### src/rtl/vrf_read_pipe_if.sv
// Signal bundle between the arbitrated requester/SRAM environment (master) and the VRF read stage (slave).
interface vrf_read_pipe_if #(
    parameter int DATA_WIDTH = 32
);
    logic                  req_valid;
    logic                  req_ready;
    logic [4:0]            req_vs;
    logic [3:0]            req_offset;
    logic [3:0]            req_readSource;
    logic [2:0]            req_instructionIndex;
    logic                  sram_en;
    logic [8:0]            sram_addr;
    logic [DATA_WIDTH-1:0] sram_rdata;
    logic                  resp_valid;
    logic                  resp_ready;
    logic [DATA_WIDTH-1:0] resp_data;
    logic [3:0]            resp_readSource;
    logic [2:0]            resp_instructionIndex;
    logic                  busy;

    modport master (
        output req_valid, req_vs, req_offset, req_readSource, req_instructionIndex,
        input  req_ready,
        input  sram_en, sram_addr,
        output sram_rdata,
        input  resp_valid, resp_data, resp_readSource, resp_instructionIndex,
        output resp_ready,
        input  busy
    );

    modport slave (
        input  req_valid, req_vs, req_offset, req_readSource, req_instructionIndex,
        output req_ready,
        output sram_en, sram_addr,
        input  sram_rdata,
        output resp_valid, resp_data, resp_readSource, resp_instructionIndex,
        input  resp_ready,
        output busy
    );
endinterface

### src/rtl/vrf_read_pipe.sv
// Fixed-latency VRF bank read stage: issues SRAM reads, realigns tags with the returning
// data and buffers responses in a credit-protected FIFO so nothing is dropped under backpressure.
module vrf_read_pipe #(
    parameter int DATA_WIDTH   = 32,
    parameter int READ_LATENCY = 2,
    parameter int RESP_DEPTH   = 4
) (
    input  logic           clock,
    input  logic           reset,
    vrf_read_pipe_if.slave bus
);
    localparam int CW = $clog2(RESP_DEPTH + 1);
    localparam int PW = (RESP_DEPTH > 1) ? $clog2(RESP_DEPTH) : 1;

    typedef struct packed {
        logic [3:0] read_source;
        logic [2:0] instruction_index;
    } tag_t;

    typedef struct packed {
        logic [DATA_WIDTH-1:0] data;
        tag_t                  tag;
    } entry_t;

    logic [READ_LATENCY-1:0] pipe_valid;
    tag_t                    pipe_tag [READ_LATENCY];
    entry_t                  mem [RESP_DEPTH];
    logic [PW-1:0]           wr_ptr;
    logic [PW-1:0]           rd_ptr;
    logic [CW-1:0]           count;
    logic [CW-1:0]           credit;
    logic                    fire;
    logic                    capture;
    logic                    pop;

    function automatic logic [PW-1:0] wrap_inc(input logic [PW-1:0] p);
        return (p == PW'(RESP_DEPTH - 1)) ? '0 : p + 1'b1;
    endfunction

    // Credit covers in-flight reads as well as buffered entries, so a capture always finds room.
    assign bus.req_ready = (credit < CW'(RESP_DEPTH)) && !reset;
    assign fire          = bus.req_valid && bus.req_ready;
    assign bus.sram_en   = fire;
    assign bus.sram_addr = {bus.req_vs, bus.req_offset};

    assign capture        = pipe_valid[READ_LATENCY-1];
    assign bus.resp_valid = (count != '0);
    assign pop            = bus.resp_valid && bus.resp_ready;
    assign bus.busy       = (credit != '0);
    assign {bus.resp_data, bus.resp_readSource, bus.resp_instructionIndex} = mem[rd_ptr];

    // NOTE: non-blocking assignments keep every stage reading the pre-edge value of its predecessor.
    always_ff @(posedge clock) begin
        if (reset) begin
            pipe_valid <= '0;
        end else begin
            pipe_valid[0] <= fire;
            for (int i = 1; i < READ_LATENCY; i++) pipe_valid[i] <= pipe_valid[i-1];
        end
    end

    always_ff @(posedge clock) begin
        pipe_tag[0] <= {bus.req_readSource, bus.req_instructionIndex};
        for (int i = 1; i < READ_LATENCY; i++) pipe_tag[i] <= pipe_tag[i-1];
    end

    // NOTE: storage is not reset; validity lives entirely in count/pointers, which are.
    always_ff @(posedge clock) begin
        if (capture) mem[wr_ptr] <= '{data: bus.sram_rdata, tag: pipe_tag[READ_LATENCY-1]};
    end

    always_ff @(posedge clock) begin
        if (reset) begin
            wr_ptr <= '0;
            rd_ptr <= '0;
            count  <= '0;
            credit <= '0;
        end else begin
            if (capture) wr_ptr <= wrap_inc(wr_ptr);
            if (pop)     rd_ptr <= wrap_inc(rd_ptr);
            // NOTE: the empty default leaves the register unchanged; in a flop this is a hold, not a latch.
            case ({capture, pop})
                2'b10:   count <= count + 1'b1;
                2'b01:   count <= count - 1'b1;
                default: ;
            endcase
            case ({fire, pop})
                2'b10:   credit <= credit + 1'b1;
                2'b01:   credit <= credit - 1'b1;
                default: ;
            endcase
        end
    end

    no_overflow: assert property (@(posedge clock) disable iff (reset)
        !(capture && (count == CW'(RESP_DEPTH)) && !pop));
endmodule

### src/flat_wrapper.sv
// flat-port wrapper written by rule: the top's interface ports become plain ports
module vrf_read_pipe_flat 
#(
    parameter int DATA_WIDTH   = 32,
    parameter int READ_LATENCY = 2,
    parameter int RESP_DEPTH   = 4
)
  (clock, reset, bus_req_valid, bus_req_vs, bus_req_offset, bus_req_readSource, bus_req_instructionIndex, bus_req_ready, bus_sram_en, bus_sram_addr, bus_sram_rdata, bus_resp_valid, bus_resp_data, bus_resp_readSource, bus_resp_instructionIndex, bus_resp_ready, bus_busy);
  vrf_read_pipe_if #(.DATA_WIDTH(DATA_WIDTH)) bus_i ();
  input  logic clock;
  input  logic reset;
  input wire logic [$bits(bus_i.req_valid)-1:0] bus_req_valid;
  input wire logic [$bits(bus_i.req_vs)-1:0] bus_req_vs;
  input wire logic [$bits(bus_i.req_offset)-1:0] bus_req_offset;
  input wire logic [$bits(bus_i.req_readSource)-1:0] bus_req_readSource;
  input wire logic [$bits(bus_i.req_instructionIndex)-1:0] bus_req_instructionIndex;
  output wire logic [$bits(bus_i.req_ready)-1:0] bus_req_ready;
  output wire logic [$bits(bus_i.sram_en)-1:0] bus_sram_en;
  output wire logic [$bits(bus_i.sram_addr)-1:0] bus_sram_addr;
  input wire logic [$bits(bus_i.sram_rdata)-1:0] bus_sram_rdata;
  output wire logic [$bits(bus_i.resp_valid)-1:0] bus_resp_valid;
  output wire logic [$bits(bus_i.resp_data)-1:0] bus_resp_data;
  output wire logic [$bits(bus_i.resp_readSource)-1:0] bus_resp_readSource;
  output wire logic [$bits(bus_i.resp_instructionIndex)-1:0] bus_resp_instructionIndex;
  input wire logic [$bits(bus_i.resp_ready)-1:0] bus_resp_ready;
  output wire logic [$bits(bus_i.busy)-1:0] bus_busy;
  assign bus_i.req_valid = bus_req_valid;
  assign bus_i.req_vs = bus_req_vs;
  assign bus_i.req_offset = bus_req_offset;
  assign bus_i.req_readSource = bus_req_readSource;
  assign bus_i.req_instructionIndex = bus_req_instructionIndex;
  assign bus_req_ready = bus_i.req_ready;
  assign bus_sram_en = bus_i.sram_en;
  assign bus_sram_addr = bus_i.sram_addr;
  assign bus_i.sram_rdata = bus_sram_rdata;
  assign bus_resp_valid = bus_i.resp_valid;
  assign bus_resp_data = bus_i.resp_data;
  assign bus_resp_readSource = bus_i.resp_readSource;
  assign bus_resp_instructionIndex = bus_i.resp_instructionIndex;
  assign bus_i.resp_ready = bus_resp_ready;
  assign bus_busy = bus_i.busy;
  vrf_read_pipe #(.DATA_WIDTH(DATA_WIDTH), .READ_LATENCY(READ_LATENCY), .RESP_DEPTH(RESP_DEPTH)) u_core (.clock(clock), .reset(reset), .bus(bus_i));
endmodule
### config.mk
export PLATFORM = sky130hd
export DESIGN_NAME = vrf_read_pipe_flat
export DESIGN_NICKNAME = d
export VERILOG_FILES = /design/src/rtl/vrf_read_pipe_if.sv /design/src/rtl/vrf_read_pipe.sv /design/src/flat_wrapper.sv
export SDC_FILE = /design/constraint.sdc
export NUM_CORES = 1
export LEC_CHECK = 0
export ABC_AREA = 1
export BUFFER_PORTS_ARGS = -buffer_cell sky130_fd_sc_hd__buf_4
export CAP_MARGIN = 10
export CORE_MARGIN = 3
export CORE_UTILIZATION = 56
export CTS_BUF_LIST = sky130_fd_sc_hd__clkbuf_16
export CTS_CLUSTER_SIZE = 24
export DETAILED_ROUTE_END_ITERATION = 16
export HOLD_SLACK_MARGIN = 0.08
export PLACE_DENSITY_LB_ADDON = 0.2
export RECOVER_POWER = 25
export SYNTH_ARGS = -nofsm -noshare
export SYNTH_HDL_FRONTEND = slang
export SYNTH_SLANG_ARGS = --single-unit
export TNS_END_PERCENT = 1
### constraint.sdc
create_clock -name clock -period 2 [get_ports clock]
set_input_delay 0.3 -clock clock [delete_from_list [all_inputs] [get_ports clock]]
set_output_delay 0.3 -clock clock [all_outputs]
set_load 0.02 [all_outputs]
Word level (Yosys, flattened, before mapping):

Memory sizes are Yosys's and may differ from the RTL's. A register that Yosys moved wholly into a read port is not among the register bits.
Index checks and enable logic that the tools add are counted.

* magnitude comparators: 1
* bitwise operators: 0
* equal/unequal tests: 6
* multiplexer cells: 8
* $mul: 0
* reductions and logical operators: 8
* shift-type cells: 0
* div/mod/pow operators: 0
* $add $sub $neg: 6

Operators by type and width (number)
* case mux 3 bit (2 select lines): 2
* == test 2 bit (second input constant): 4
* 2-to-1 mux 2 bit: 4
* adder 3 x 1 -> 3 bit (second input constant): 2
* nonzero test 3 bit: 2
* subtractor 3 x 1 -> 3 bit (second input constant): 2
* adder 2 x 1 -> 2 bit (second input constant): 2
* == test 2 x 1 -> 1 bit (second input constant): 2
* nonzero test 2 bit: 2
* logical AND 1 bit: 3
* less-than comparator 3 bit (second input constant): 1
* 2-to-1 mux 1 bit: 2
* logical NOT 1 bit: 1

* latch bits: 0
* memories kept: 2
* memory bits (read-only): 0
* RAM bits: 170
* register bits: 12
* logic and storage cells: 36
* output and inout bits: 52
* input port bits: 52

Memories
* u_core.mem: words 4, width 39, read ports 1, clocked after Yosys merged registers in 1, wr ports 1, RTL line vrf_read_pipe.sv:27 `entry_t mem [RESP_DEPTH];`
* u_core.pipe_tag: words 2, width 7, read ports 2, clocked after Yosys merged registers in 0, wr ports 2, RTL line vrf_read_pipe.sv:26 `tag_t pipe_tag [READ_LATENCY];`

Logic depth before layout (Yosys ltp):

* depth after elaboration: 5
* depth in mapped cells: 12
* gate-level depth less buffers: 12

Worst setup path after synthesis:

No wires, ideal clock.

* path type: register -> register
* start: register u_core.count[0]
* end: register u_core.credit[2]
* library setup time: 0.113 ns
* buffers on the path: 0
* data required time: 1.887 ns
* clock period less this slack: 1.911 ns
* stages on the path, launching flop included: 12
* setup slack: 0.089 ns
* data arrival time: 1.798 ns
* cell sequence: dfxtp_1 -> inv_1 -> nand3_1 -> and2_1 -> ha_1 -> fa_1 -> inv_1 -> nand2_1 -> nand3_1 -> nand2_1 -> nand2_1 -> nor2_1

* longest elaborated chain between the ends: 4
* elaborated cells between the ends (all ways): 6
* those cells by class: eq/ne: 2; mux: 1; reduce/logical: 3

Ends and longest elaborated chain
* from (decl): RTL line vrf_read_pipe.sv:30 `logic [CW-1:0] count;`
* from (signal assigned): RTL line vrf_read_pipe.sv:83 `2'b10: count <= count + 1'b1;`
* from (signal assigned): RTL line vrf_read_pipe.sv:84 `2'b01: count <= count - 1'b1;`
* nonzero test 3 bit (*): RTL line vrf_read_pipe.sv:47 `assign bus.resp_valid = (count != '0);`
* net bus_resp_valid: RTL line flat_wrapper.sv:21 `output wire logic [$bits(bus_i.resp_valid)-1:0] bus_resp_valid;`
* logical AND 1 bit (*): RTL line vrf_read_pipe.sv:48 `assign pop = bus.resp_valid && bus.resp_ready;`
* == test 2 x 1 -> 1 bit or == test 2 bit (tied branches): RTL line vrf_read_pipe.sv:87 `case ({fire, pop})`
* case mux 3 bit (2 select lines) or nonzero test 2 bit (tied branches)
* to (signal assigned): RTL line vrf_read_pipe.sv:88 `2'b10: credit <= credit + 1'b1;`
* to (signal assigned): RTL line vrf_read_pipe.sv:89 `2'b01: credit <= credit - 1'b1;`
* to (decl): RTL line vrf_read_pipe.sv:31 `logic [CW-1:0] credit;`

Mark *: on every way through the listed nets, which the timed path passes. The rest lies on a longest branch.
A chain may end at the register's enable or synchronous reset.

==> run metrics <==
CP Capture Type output pin; Synth Instances 496; Buf/Inv on CP 2; Synth cell types 24; Max Used Layer met4; WL met3 815 um; Post-Synth Simple-Gate Area 0.0648; dpl hpwl 7.83 mm; Async S/R FF share, synth 0; DRC errors left 0; global router's overall resource usage 0.207; Hold WC Path Type primary input to flip-flop; post-route ant nets 0; Pleak 3.18 nW; status completed; I/O pins 104; clock sinks 184; Critical Path AT 1.65 ns; crit start category flip-flop; Layout area overhead 26.1%; sequential fraction of the synthesis area 0.767; total routed wirelength 13.9 mm; WL/cell 17.7 um; Initial Utilization 0.587; CTS buffer count 17; Compound-Gate Fraction of Synth Area 0.102; Synth top area share 0.685; initial antenna violation count 0; Max Clk Rate 513 MHz; adder-cell share of the synthesized area 0.0187; Final Cycle Share 0.975; Clock Skew 0.00471 ns; largest family of logic cells by synthesized area compound AO/OA/AOI/OAI gates; Final Util 0.739; Final Instance Area 8620 um2; count leader, synth edfxtp_1; Post-synth EDFFs 156; via count of the first global-routing pass 4321; CP peak stage delay 0.42 ns; commonest cells in the netlist edfxtp_1 (156), nor2_1 (89), o21ai_0 (81); first drt pass iteration count 5; cell taking the most area after synthesis edfxtp_1; core area 11700 um2; post-synthesis xor/xnor area fraction 0; Max Slew Vio Count 0; RSZ-0062 raised after global routing true; FF-to-FF setup slack 0.16 ns; routability-driven placement congestion ratio 0.760; Top delay family on crit path buffers and inverters; FP Rows 39; synthesized area 6840 um2; register clock-pin slew on the reported worst setup and hold paths 0.06 ns; Rel. slew slack 0.754; Worst-Skew Late Latency 0.42 ns; final setup vio count 0; CP Class flip-flop to output pin; die width 117 um; Max VDD drop 0.760 mV; post-synthesis mux area share 0; dpl cell area 7590 um2; largest net degree at the start of global routing 45; synth top area cells edfxtp_1 (68%), dfxtp_1 (8.2%), o21ai_0 (5.9%), nor2_1 (4.9%), o22ai_1 (3.6%); share of layout cells above drive strength 1 0.206; die height 117 um; via/cell ratio 5.52; clock tree buffer depth 2; Max-cap violations 0; routed vias 4326; IO buf count 85; Avg Inst Size Synth 13.8 um2; CTS tree yes; min Tclk post-route 1.95 ns; CP cell instances buf_6, o21ai_0, o22ai_1, buf_4; #FFs+latches synth 184; Metal-1 WL 5.72 mm; met2 WL post-DR 7.02 mm; final hold vios 0; Slew @ Worst Pin 0.370 ns; Syn. warnings 0; Main synth FF type edfxtp_1; CTS Root Cell clkbuf_16; Syn Nets 557; total grt overflow 0; first-pass GRT wire length 20.9 mm; H-tree levels 4; CP max FO 22; Req. time, crit path 1.70 ns; power density over the cells 1280 nW/um2; Diodes inserted 0; Crit-path slowest cell dfxtp_2; Die ar. 13600 um2; Iter 0 DRT Violations 312; nets 689
-- layout by cell type, fill, tap and decap left out, types with 14 or more instances in the layout --
master         count
clkbuf_1          14
nor2_1            88
edfxtp_1         156
buf_4             78
o21ai_0           77
dfxtp_1           26
o22ai_1           38
nand2_1           16
dlygate4sd3_1     40
clkbuf_16         20
inv_1             23
-- metrics by stage --
stage | power [mW] | worst slack (ns) | TNS [ns] | hold slack, ns | std cells
6_report | 11.0 | 0.0490 | 0 | 0.117 | 784
3_3_place_gp | 7.58 | 0.312 | 0 | 0.311 | 708
5_1_grt | 11.5 | -0.0373 | -0.0663 | 0.120 | 784
2_1_floorplan | 6.45 | 0.0893 | 0 | 0.310 | 496
3_5_place_dp | 7.68 | 0.200 | 0 | 0.312 | 708
4_1_cts | 10.9 | -0.0151 | -0.0289 | 0.0834 | 779
-- flip-flops by register name (all words and copies together) (netlist names), named ones only --
| name | cells |
|---|---|
| u_core.rd_ptr | 2 |
| u_core.pipe_valid | 2 |
| u_core.wr_ptr | 2 |
| u_core.count | 3 |
| u_core.credit | 3 |
| u_core.mem | 156 |
| u_core.pipe_tag | 14 |
-- kinds of logic (layout without fill, tap and decap cells) --
group                      count (synthesis)  count (layout)
buffers and inverters                     60             205
and+or+nand+nor                          114             114
adders and majority gates                  9               9
AOI/OAI and AO/OA                        129             129
DFF                                      184             184
-- routing by layer --
| layer | vias to the layer above | GRT usage |
|---|---|---|
| li1 | 2051 | - |
| met1 | 2093 | 0.254 |
| met2 | 154 | 0.342 |
| met3 | 28 | 0.0580 |
| met4 | 0 | 0.0967 |
| met5 | - | 0 |
-- final timing paths --
| kind | startpoint | end | depth (start not counted) |
|---|---|---|---|
| min reg2reg | u_core.pipe_tag[0][0] | u_core.pipe_tag[0][7] | 0 |
| min | bus_req_valid | u_core.pipe_valid[0] | 3 |
| max | flip-flop | bus_resp_instructionIndex[1] | 4 |
| max reg2reg | u_core.count[0] | u_core.count[2] | 12 |
-- worst min-delay path, cell delays in order --
cell and delay [ns]:
buf_4 0.07, nand2_1 0.07, inv_1 0.06
-- power by group --
part	leakage [nW]	total [mW]	switching (mW)	internal, mW
Sequential	1.64	4.44	0.117	4.32
Combinational	1.26	3.42	2.06	1.36
Clock	0.280	3.18	1.34	1.84
Total	3.18	11.0	3.51	7.53
-- area by class of cell --
| cell class | instances | area [um2] |
|---|---|---|
| multi-input combinational | 252 | 1280 |
| sequential | 184 | 5250 |
| timing repair inverter | 1 | 8.76 |
| clock buffer | 19 | 475 |
| tap | 143 | 179 |
| clock inverter | 13 | 105 |
| inverter | 26 | 115 |
| fill | 750 | 3040 |
| timing repair buffer | 146 | 1210 |
-- what timing repair did --
item                                    CTS  global route
endpoints found under the hold margin   130             4
gates resized for setup                   7            14
hold buffers                             39             1
pin swaps                                 0             2
cloned                                    0             2
buffers inserted                          0             2
endpoints found under the setup margin   24            29
Power figures use the tool's default switching activity.
